**src/rtl/serial_reverse_rx.sv**
```systemverilog
// -----------------------------------------------------------------------------
// serial_reverse_rx
//
// Takes a serial bitstream, one bit per cycle, and builds WIDTH-bit frames.
// Each finished frame goes out as a parallel word, in one of two orders:
// received order (first bit = LSB) or reversed (first bit = MSB). One
// completed word is held while the consumer applies backpressure. Input
// stalls only on the final bit of a frame while that held word is still
// waiting.
//
// Optional feature (macro PARITY_CHECK_EN):
//   When defined, each frame carries one trailing even-parity bit. That bit
//   is accepted in S_PAR, and parity_err reports a failure.
//   When undefined, frames are WIDTH bits and parity_err stays 0.
//
// Ports:
//   clk        rising-edge clock
//   rst_n      synchronous active-low reset
//   bit_in     serial data bit
//   bit_valid  bit_in valid this cycle
//   bit_ready  block accepts a bit (transfer = bit_valid && bit_ready)
//   sof        start of frame, qualified by the bit transfer
//   rev_en     output ordering select, sampled on bit 0 of each frame
//   out_vector assembled word (held)
//   out_valid  out_vector holds a complete frame
//   out_ready  consumer accepts the word
//   parity_err even-parity failure for the held word
//   drop_cnt   saturating count of frames aborted by sof
// -----------------------------------------------------------------------------
module serial_reverse_rx #(
  parameter int WIDTH = 8
) (
  input  logic             clk,
  input  logic             rst_n,
  input  logic             bit_in,
  input  logic             bit_valid,
  output logic             bit_ready,
  input  logic             sof,
  input  logic             rev_en,
  output logic [WIDTH-1:0] out_vector,
  output logic             out_valid,
  input  logic             out_ready,
  output logic             parity_err,
  output logic [7:0]       drop_cnt
);

  localparam int CNT_W = $clog2(WIDTH);
  localparam logic [CNT_W-1:0] LAST_IDX = CNT_W'(WIDTH - 1);

`ifdef PARITY_CHECK_EN
  typedef enum logic [1:0] {S_IDLE, S_DATA, S_PAR} state_t;
`else
  typedef enum logic {S_IDLE, S_DATA} state_t;
`endif

  state_t           state;
  logic [CNT_W-1:0] count;
  logic [WIDTH-1:0] shift_q;
  logic             rev_q;
`ifdef PARITY_CHECK_EN
  logic             par_q;
`endif

  logic             last_bit;
  logic             accept;
  logic [WIDTH-1:0] shift_next;
  logic [WIDTH-1:0] shift_rev;
  logic [WIDTH-1:0] word_next;

  // The bit that would complete the frame is pending.
  always_comb begin
`ifdef PARITY_CHECK_EN
    last_bit = (state == S_PAR);
`else
    last_bit = (state == S_DATA) && (count == LAST_IDX);
`endif
  end

  // Stall only when completing a frame would overwrite a word that is
  // still waiting for the consumer.
  assign bit_ready = !(last_bit && out_valid && !out_ready);
  assign accept    = bit_valid && bit_ready;

  // Shift image with the incoming data bit placed at its position. This
  // image is also the completed word when the last data bit ends the frame.
  genvar gi;
  generate
    for (gi = 0; gi < WIDTH; gi++) begin : g_map
      assign shift_next[gi] = ((state == S_DATA) && (count == CNT_W'(gi))) ?
                              bit_in : shift_q[gi];
      assign shift_rev[WIDTH-1-gi] = shift_next[gi];
    end
  endgenerate

  assign word_next = rev_q ? shift_rev : shift_next;

  always_ff @(posedge clk) begin
    if (!rst_n) begin
      state      <= S_IDLE;
      count      <= '0;
      shift_q    <= '0;
      rev_q      <= 1'b0;
`ifdef PARITY_CHECK_EN
      par_q      <= 1'b0;
`endif
      out_vector <= '0;
      out_valid  <= 1'b0;
      parity_err <= 1'b0;
      drop_cnt   <= 8'd0;
    end else begin
      // A frame that completes in this same cycle reloads the register and
      // re-sets out_valid below.
      if (out_valid && out_ready)
        out_valid <= 1'b0;

      if (accept) begin
        if ((state == S_IDLE) || sof) begin
          // Start a new frame. A sof in mid-frame discards the partial frame.
          if ((state != S_IDLE) && (drop_cnt != 8'hFF))
            drop_cnt <= drop_cnt + 8'd1;
          rev_q   <= rev_en;
          shift_q <= {{(WIDTH-1){1'b0}}, bit_in};
          count   <= CNT_W'(1);
          state   <= S_DATA;
`ifdef PARITY_CHECK_EN
          par_q   <= bit_in;
`endif
        end else if (state == S_DATA) begin
          shift_q <= shift_next;
`ifdef PARITY_CHECK_EN
          par_q   <= par_q ^ bit_in;
`endif
          if (count == LAST_IDX) begin
`ifdef PARITY_CHECK_EN
            state      <= S_PAR;
`else
            state      <= S_IDLE;
            count      <= '0;
            out_vector <= word_next;
            out_valid  <= 1'b1;
            parity_err <= 1'b0;
`endif
          end else begin
            count <= count + CNT_W'(1);
          end
        end
`ifdef PARITY_CHECK_EN
        else begin
          // Trailing parity bit: even parity over data and parity bit.
          state      <= S_IDLE;
          count      <= '0;
          out_vector <= word_next;
          out_valid  <= 1'b1;
          parity_err <= par_q ^ bit_in;
        end
`endif
      end
    end
  end

endmodule
```
**config.mk**
```make
export PLATFORM = sky130hd
export DESIGN_NAME = serial_reverse_rx
export DESIGN_NICKNAME = d
export VERILOG_FILES = /design/src/rtl/serial_reverse_rx.sv
export SDC_FILE = /design/constraint.sdc
export NUM_CORES = 1
export LEC_CHECK = 0
export CELL_PAD_IN_SITES_DETAIL_PLACEMENT = 1
export CELL_PAD_IN_SITES_GLOBAL_PLACEMENT = 2
export CORE_MARGIN = 1.5
export CORE_UTILIZATION = 32
export DETAILED_ROUTE_END_ITERATION = 8
export PLACE_DENSITY_LB_ADDON = 0.1
export REMOVE_ABC_BUFFERS = 1
export SETUP_SLACK_MARGIN = 0.1
export SLEW_MARGIN = 15
export SYNTH_ARGS = -nofsm -noshare
export SYNTH_HDL_FRONTEND = slang
export SYNTH_SLANG_ARGS = --single-unit
export TNS_END_PERCENT = 100
```
**constraint.sdc**
```tcl
create_clock -name clk -period 1.9 [get_ports clk]
set_input_delay 0.38 -clock clk [delete_from_list [all_inputs] [get_ports clk]]
set_output_delay 0.38 -clock clk [all_outputs]
set_load 0.02 [all_outputs]
```
==> run metrics, run 1 <==
outcome=completed; Primary FF master, synth=dfxtp_1; n_diodes=0; GRT Total Usage=a little under a fifth; worst vdd ir=360 uV; CTS Buf Count=5; Internal=0.988 mW; chip height=~73 um; crit path capture type=flip-flop; Crit path top cell by count=ha_4; CP Class=reg2reg; antenna viol nets, final=0; CP delay by family, top=simple AND/OR/NAND/NOR gates; filler cell count=547; crit path buf inv count=1; unrepaired setup endpoints after global routing=yes; worst slack, placed=-0.100 ns; PD cells=623 nW/um^2; CTS Sinks=30; P_sw=roughly 0.34 mW; fmax=approximately 0.56 GHz; area grow syn2layout=36.2%; Clock Skews=0.00494 ns; TritonCTS clock tree=built; Inst Count DP=roughly 270; non-filler instance count after layout=between 200 and 300; critical path arrival=around 2.0 ns; worst skew pair latency=slightly below 0.3 ns; Final Hold Viols=0; DRT Pass-1 Iters=4; slowest CP cell=or4_4; Port Buffers=24; share of layout cells above drive strength 1=between 10% and 20%; routed wl met2=approximately 2100 um; Logic pwr share=a little under a tenth; clock slew at reported path FFs=~0.07 ns; initial antenna violation count=0; Tmin final=around 1.8 ns; Routed WL per cell=15.6 um; Ys Warns=0; largest net degree at the start of global routing=18; Min-Delay Path Class=reg2reg; Synth Register Bits=30; synthesized instance count=175; post-synthesis area per instance=between 8 and 9 sq um; largest stage delay on the critical path=roughly 0.47 ns; slew margin rel.=between 60% and 70%; GPL Wtd Cong=just under 0.8; GRT overflow=0; DR iter-0 viols=51; DRT met1 WL=around 2100 um; Ports=26; leak pwr=0.810 nW; switching share of power=25.6%; initial core utilization=roughly 33%; number of max-cap violations=0; register area share after synthesis=between 30% and 40%; worst-path fanout max=6; Die Wd=roughly 73 um; global-route wire length before repair=approximately 7300 um; # H-tree levels=2; Setup crit start kind=flip-flop; fin util=45.1%; # setup viols final=0; Clock power frac=41.6%; Hold Slack=0.463 ns; EDFF count, synth=0; Total Routed Length=between 4000 and 5000 um; slack of the critical path=~0.12 ns; CTS Hold Bufs=0; DP HPWL=approximately 3200 um; CP Cell Sequence=ha_4 -> ha_4 -> nand3b_1 -> nand4_1 -> buf_6 -> or4_4 -> a21oi_1; vias in the first global route=1,443; highest metal used=met4; asr flop ratio synth=0%; core box area=~4700 sq um; Pins Over Slew Limit=0; critical path required time=~2.1 ns; sequential power share=a little under 50%; met3 WL=approximately 150 um; mapped cell area=~1600 sq um; DRC Markers=0; period utilization=93.9%; nets@finish=~230; clk buf depth=2; count of cell types in the netlist=36; Slew @ Worst Pin=0.516 ns; Vias/cell=between 5 and 6; via count=approximately 1.5k; row cnt=25; Die ar.=5320 sq um; CTS Root Cell=clkbuf_8
[per-stage QoR]
step / cell area, sq um / setup TNS [ns] / power, mW
floorplan: 1510 / -0.0903 / 0.716
global placement: 1970 / -0.142 / 0.778
detailed placement: 1970 / -0.892 / 0.783
CTS: 2090 / 0 / 1.34
global route: 2130 / 0 / 1.39
finish: 2130 / 0 / 1.33
[final cells by class]
type,instances,area [sq um],area share (%)
multi-input cells,129,930,43.6
flip-flops and latches,30,603,28.3
repair buffers,46,404,19.0
clock buffers,7,86.3,4.05
well taps,67,83.8,3.93
inverters,5,18.8,0.881
clock inverters,1,5.00,0.235
[cell usage after synthesis (3+ instances only)]
| cell type | number | area share (%) |
|---|---|---|
| o41ai_1 | 3 | 1.7 |
| buf_2 | 5 | 1.6 |
| or4_1 | 4 | 1.9 |
| dfxtp_1 | 30 | 38 |
| mux2i_1 | 18 | 12 |
| nand3_1 | 9 | 2.9 |
| a22o_1 | 7 | 3.9 |
| nor2_1 | 5 | 1.2 |
| nand2b_1 | 4 | 1.6 |
| and2_1 | 3 | 1.2 |
| ha_1 | 7 | 5.6 |
| a21oi_1 | 15 | 4.8 |
| nand4_1 | 4 | 1.6 |
| inv_1 | 4 | 0.96 |
| clkbuf_1 | 4 | 0.96 |
| nand2_1 | 19 | 4.6 |
| or3_1 | 5 | 2.0 |
| o21ai_0 | 4 | 1.3 |
[placed cells by master, fill, tap and decap left out, types with 3 or more instances in the layout]
cell type	n
o41ai_1	3
nand2_1	19
nor2_1	4
mux2i_1	18
ha_1	5
a22o_1	7
a21oi_1	14
nand4_1	4
o21ai_0	4
nand3_1	9
dfxtp_1	28
clkdlybuf4s50_1	22
nand2b_1	4
clkbuf_8	6
or4_1	3
and2_1	3
buf_4	20
inv_1	4
or3_1	4
[per-layer routing]
layer  up-vias  global-route usage, %
met5         -                      0
met4         0                   7.97
met3         9                   4.97
met2        26                   27.3
met1       729                   25.0
li1        723                      -
[registers in the layout, summed over array words and instances (netlist names)]
name        cells
drop_cnt        8
out_vector      8
shift_q         8
count           3
out_valid       1
rev_q           1
state           1
[worst paths after layout]
check | depth (start not counted) | slack [ns] | end | startpoint
worst max-delay path | 7 | 0.12 | drop_cnt[7] | count[1]
worst min-delay path | 2 | 0.46 | shift_q[4] | shift_q[4]
worst max register to register | 7 | 0.12 | drop_cnt[7] | count[1]
worst min register to register | 2 | 0.46 | shift_q[4] | shift_q[4]
[kinds of logic (layout without fill, tap and decap cells)]
logic type      Yosys count  count (layout)  share of synthesized area [%]
flops                    30              30                           38.4
mux                      18              18                           11.5
other cells               1               1                          0.240
simple gates             63              63                           22.0
compound gates           40              40                           17.5
fa+ha+maj                 7               7                           5.60
buf+inv                  16              59                           4.72
[tightest hold or removal path, delay by kind of cell (launching register included)]
family,cells,cell delay (ns)
DFF,1,0.32
and+or+nand+nor,1,0.05
AOI/OAI and AO/OA,1,0.05
[power groups by stage]
stage	Sequential (mW)	Clock, mW	Combinational [mW]
5_1_grt	0.649	0.602	0.140
6_report	0.648	0.552	0.127
3_3_place_gp	0.660	0	0.119
2_1_floorplan	0.663	0	0.0530
3_5_place_dp	0.661	0	0.122
4_1_cts	0.647	0.571	0.126
[timing repair]
item | in CTS | in global routing
setup buffers | 2 | 1
pin swaps | 4 | 4
cloned | 1 | 0
endpoints found under the setup margin | 9 | 16
resized for setup | 8 | 9
(Power assumes the default switching activity.)
==> run 2, diff against run 1 <==
- ABC_AREA: unset -> 1
- CAP_MARGIN: unset -> 30
- CORE_UTILIZATION: 32 -> 29
==> run 2 against run 1 <==
  * Combinational power rose by 5%
  * Largest cell class unchanged
  * Power is 21% higher
  * Critical path depth is 6 lower
  * Flip-flop and latch count unchanged
  * Critical endpoint is now drop_cnt[4]
  * Clock power grew 51%
==> run metrics, run 2 <==
outcome=completed (unchanged); n_diodes=0 (unchanged); antenna viol nets, final=0 (unchanged); slowest CP cell=clkdlybuf4s50_1 (was or4_4); P_sw=0.365 mW (was 0.339 mW); fmax=0.575 GHz (was 0.561 GHz); most common cell after layout, fill and taps aside=nand2_1 (was dfxtp_1); initial antenna violation count=0 (unchanged); via count=1,605 (was 1,487); most frequent cells in the layout=nand2_1 (70), dfxtp_1 (30), inv_1 (22), nor2_1 (22), clkdlybuf4s50_1 (22) (was dfxtp_1 (28), clkdlybuf4s50_1 (22), buf_4 (20), nand2_1 (19), mux2i_1 (18)); Vias/cell=4.52 (was 5.22); mux contribution to synthesized area=0% (was 11.5%); share of layout cells above drive strength 1=18.0% (was 17.9%); largest stage delay on the critical path=0.64 ns (was 0.47 ns); clock slew at reported path FFs=0.07 ns (about the same); Logic pwr share=8.3% (was 9.6%); period utilization=91.5% (was 93.9%); CP Cell Sequence=clkdlybuf4s50_1 (was ha_4 -> ha_4 -> nand3b_1 -> nand4_1 -> buf_6 -> or4_4 -> a21oi_1); switching share of power=22.7% (was 25.6%); PD cells=704 nW/um^2 (was 623 nW/um^2); Pins Over Slew Limit=0 (unchanged); register area share after synthesis=35.6% (was 38.4%); clk buf depth=2 (unchanged); Clock power frac=51.6% (was 41.6%); DRT Pass-1 Iters=4 (unchanged); Tmin final=1.74 ns (was 1.78 ns); GPL Wtd Cong=0.737 (was 0.778); Largest regs=drop_cnt x8, out_vector x8, shift_q x8 (unchanged); Port Buffers=24 (unchanged); worst skew pair latency=0.29 ns (about the same); Min-Delay Path Class=reg2reg (unchanged); GRT Total Usage=16.7% (was 18.4%); Synth Register Bits=30 (unchanged); CTS Sinks=30 (unchanged); DRC Markers=0 (unchanged); CP delay by family, top=buffers and inverters (was simple AND/OR/NAND/NOR gates); Setup crit start kind=flip-flop (unchanged); core box area=5540 sq um (was 4720 sq um); post-synthesis area per instance=7.05 sq um (was 8.94 sq um); EDFF count, synth=0 (unchanged); # H-tree levels=2 (unchanged); r2r setup slk=0.21 ns (was 0.12 ns); CTS Hold Bufs=0 (unchanged); Routed WL per cell=12.7 um (was 15.6 um); Ys Warns=0 (unchanged); vias in the first global route=1,680 (was 1,443); Synth top cells by count=nand2_1 (73), dfxtp_1 (30), nor2_1 (23), inv_1 (22), o21ai_0 (21) (was dfxtp_1 (30), nand2_1 (19), mux2i_1 (18), a21oi_1 (15), nand3_1 (9)); chip height=79.2 um (was 72.9 um); worst vdd ir=468 uV (was 360 uV); leak pwr=1.01 nW (was 0.810 nW); worst-path fanout max=5 (was 6); Synth area leaders=dfxtp_1 (36%), nand2_1 (16%), o21ai_0 (6.2%) (was dfxtp_1 (38%), mux2i_1 (12%), ha_1 (5.6%)); xor-xnor portion of the synthesized cell area=1.56% (was 0%); Die Wd=79.2 um (was 72.9 um); number of max-cap violations=0 (unchanged); fin util=41.3% (was 45.1%); Adder-Cell Fraction of Synth Area=5.20% (was 5.60%); unrepaired setup endpoints after global routing=no (was yes); post-synth top area cell=dfxtp_1 (unchanged); DR iter-0 viols=29 (was 51); count of cell types in the netlist=28 (was 36); # setup viols final=0 (unchanged); mapped cell area=1690 sq um (was 1560 sq um); area fraction of the dominant cell type after synthesis=35.6% (was 38.4%); post-synthesis compound-gate area fraction=12.1% (was 17.5%); Ports=26 (unchanged); count leader, synth=nand2_1 (was dfxtp_1); global-route wire length before repair=7960 um (was 7280 um); Internal=1.25 mW (was 0.988 mW); Clock Skews=0.00557 ns (was 0.00494 ns); CP Class=reg2out (was reg2reg); Final Hold Viols=0 (unchanged); asr flop ratio synth=0% (unchanged); DP HPWL=3350 um (was 3190 um); synthesized instance count=239 (was 175); simple logic cell fraction of the synthesized area=36.5% (was 22.0%); CTS Buf Count=5 (unchanged); Die ar.=6280 sq um (was 5320 sq um); Total Routed Length=4520 um (was 4440 um); TritonCTS clock tree=built (unchanged); Primary FF master, synth=dfxtp_1 (unchanged); row cnt=27 (was 25); area grow syn2layout=35.9% (was 36.2%); largest net degree at the start of global routing=18 (unchanged); sequential power share=40.1% (was 48.8%); filler cell count=709 (was 547); Hold Slack=0.470 ns (was 0.463 ns); nets@finish=296 (was 231); crit path buf inv count=1 (unchanged); critical path required time=1.52 ns (was 2.13 ns); crit path capture type=output port (was flip-flop); critical path arrival=1.36 ns (was 2.01 ns); initial core utilization=30.4% (was 33.1%); largest family of logic cells by synthesized area=simple AND/OR/NAND/NOR gates (unchanged); GRT overflow=0 (unchanged); CTS Root Cell=clkbuf_8 (unchanged)
==> run 2: path summary, 6_finish.rpt <==
| check | startpoint | end | cells past startpoint |
|---|---|---|---|
| setup / recovery | drop_cnt[4] | drop_cnt[4] | 1 |
| setup reg to reg | count[0] | count[0] | 12 |
| hold reg to reg | out_vector[6] | out_vector[6] | 2 |
| hold / removal | out_vector[6] | out_vector[6] | 2 |
==> run 2: final cells by class <==
type                            count  area [sq um]  area share, %
Multi-Input combinational cell    176           962           42.0
Clock inverter                      2          60.1           2.62
Clock buffer                        6          82.6           3.61
Sequential cell                    30           601           26.2
Timing Repair Buffer               42           393           17.2
Tap cell                           72          90.1           3.93
Inverter                           27           101           4.43
==> run 2: cells by family after synthesis <==
kind of cell,count (synthesis)
adder cells (fa/ha/maj),7
buffers and inverters,33
flip-flops,30
XOR/XNOR,3
AND/OR/NAND/NOR,127
AO/OA/AOI/OAI,38
other,1
==> run 2: metrics by stage <==
step / std cells / total power [mW] / TNS, ns / worst slack (ns) / area [sq um]
2_1_floorplan: 233 / 0.730 / 0 / 0.226 / 1640
5_1_grt: 355 / 1.69 / 0 / 0.0892 / 2290
3_5_place_dp: 344 / 0.795 / -0.0816 / -0.0816 / 2080
6_report: 355 / 1.61 / 0 / 0.161 / 2290
4_1_cts: 352 / 1.64 / 0 / 0.143 / 2220
3_3_place_gp: 344 / 0.793 / -0.0595 / -0.0595 / 2080
==> run 2: what timing repair did <==
action / CTS / global route
pin swaps: 0 / 4
setup buffers: 0 / 3
setup endpoints to repair: 1 / 20
gates resized for setup: 4 / 10
==> run 2: routing by layer <==
metal  global-route usage, %  share of wire [%]
met4                    7.02                1.8
met1                    19.8                 47
met3                    3.56                2.6
met2                    28.9                 49
met5                       0                  0
==> run 2: power by group through the flow <==
stage	clock (mW)	combinational, mW	sequential, mW
finish	0.832	0.133	0.647
global route	0.893	0.149	0.649
CTS	0.860	0.134	0.647
detailed placement	0	0.133	0.661
global placement	0	0.131	0.661
floorplan	0	0.0645	0.666
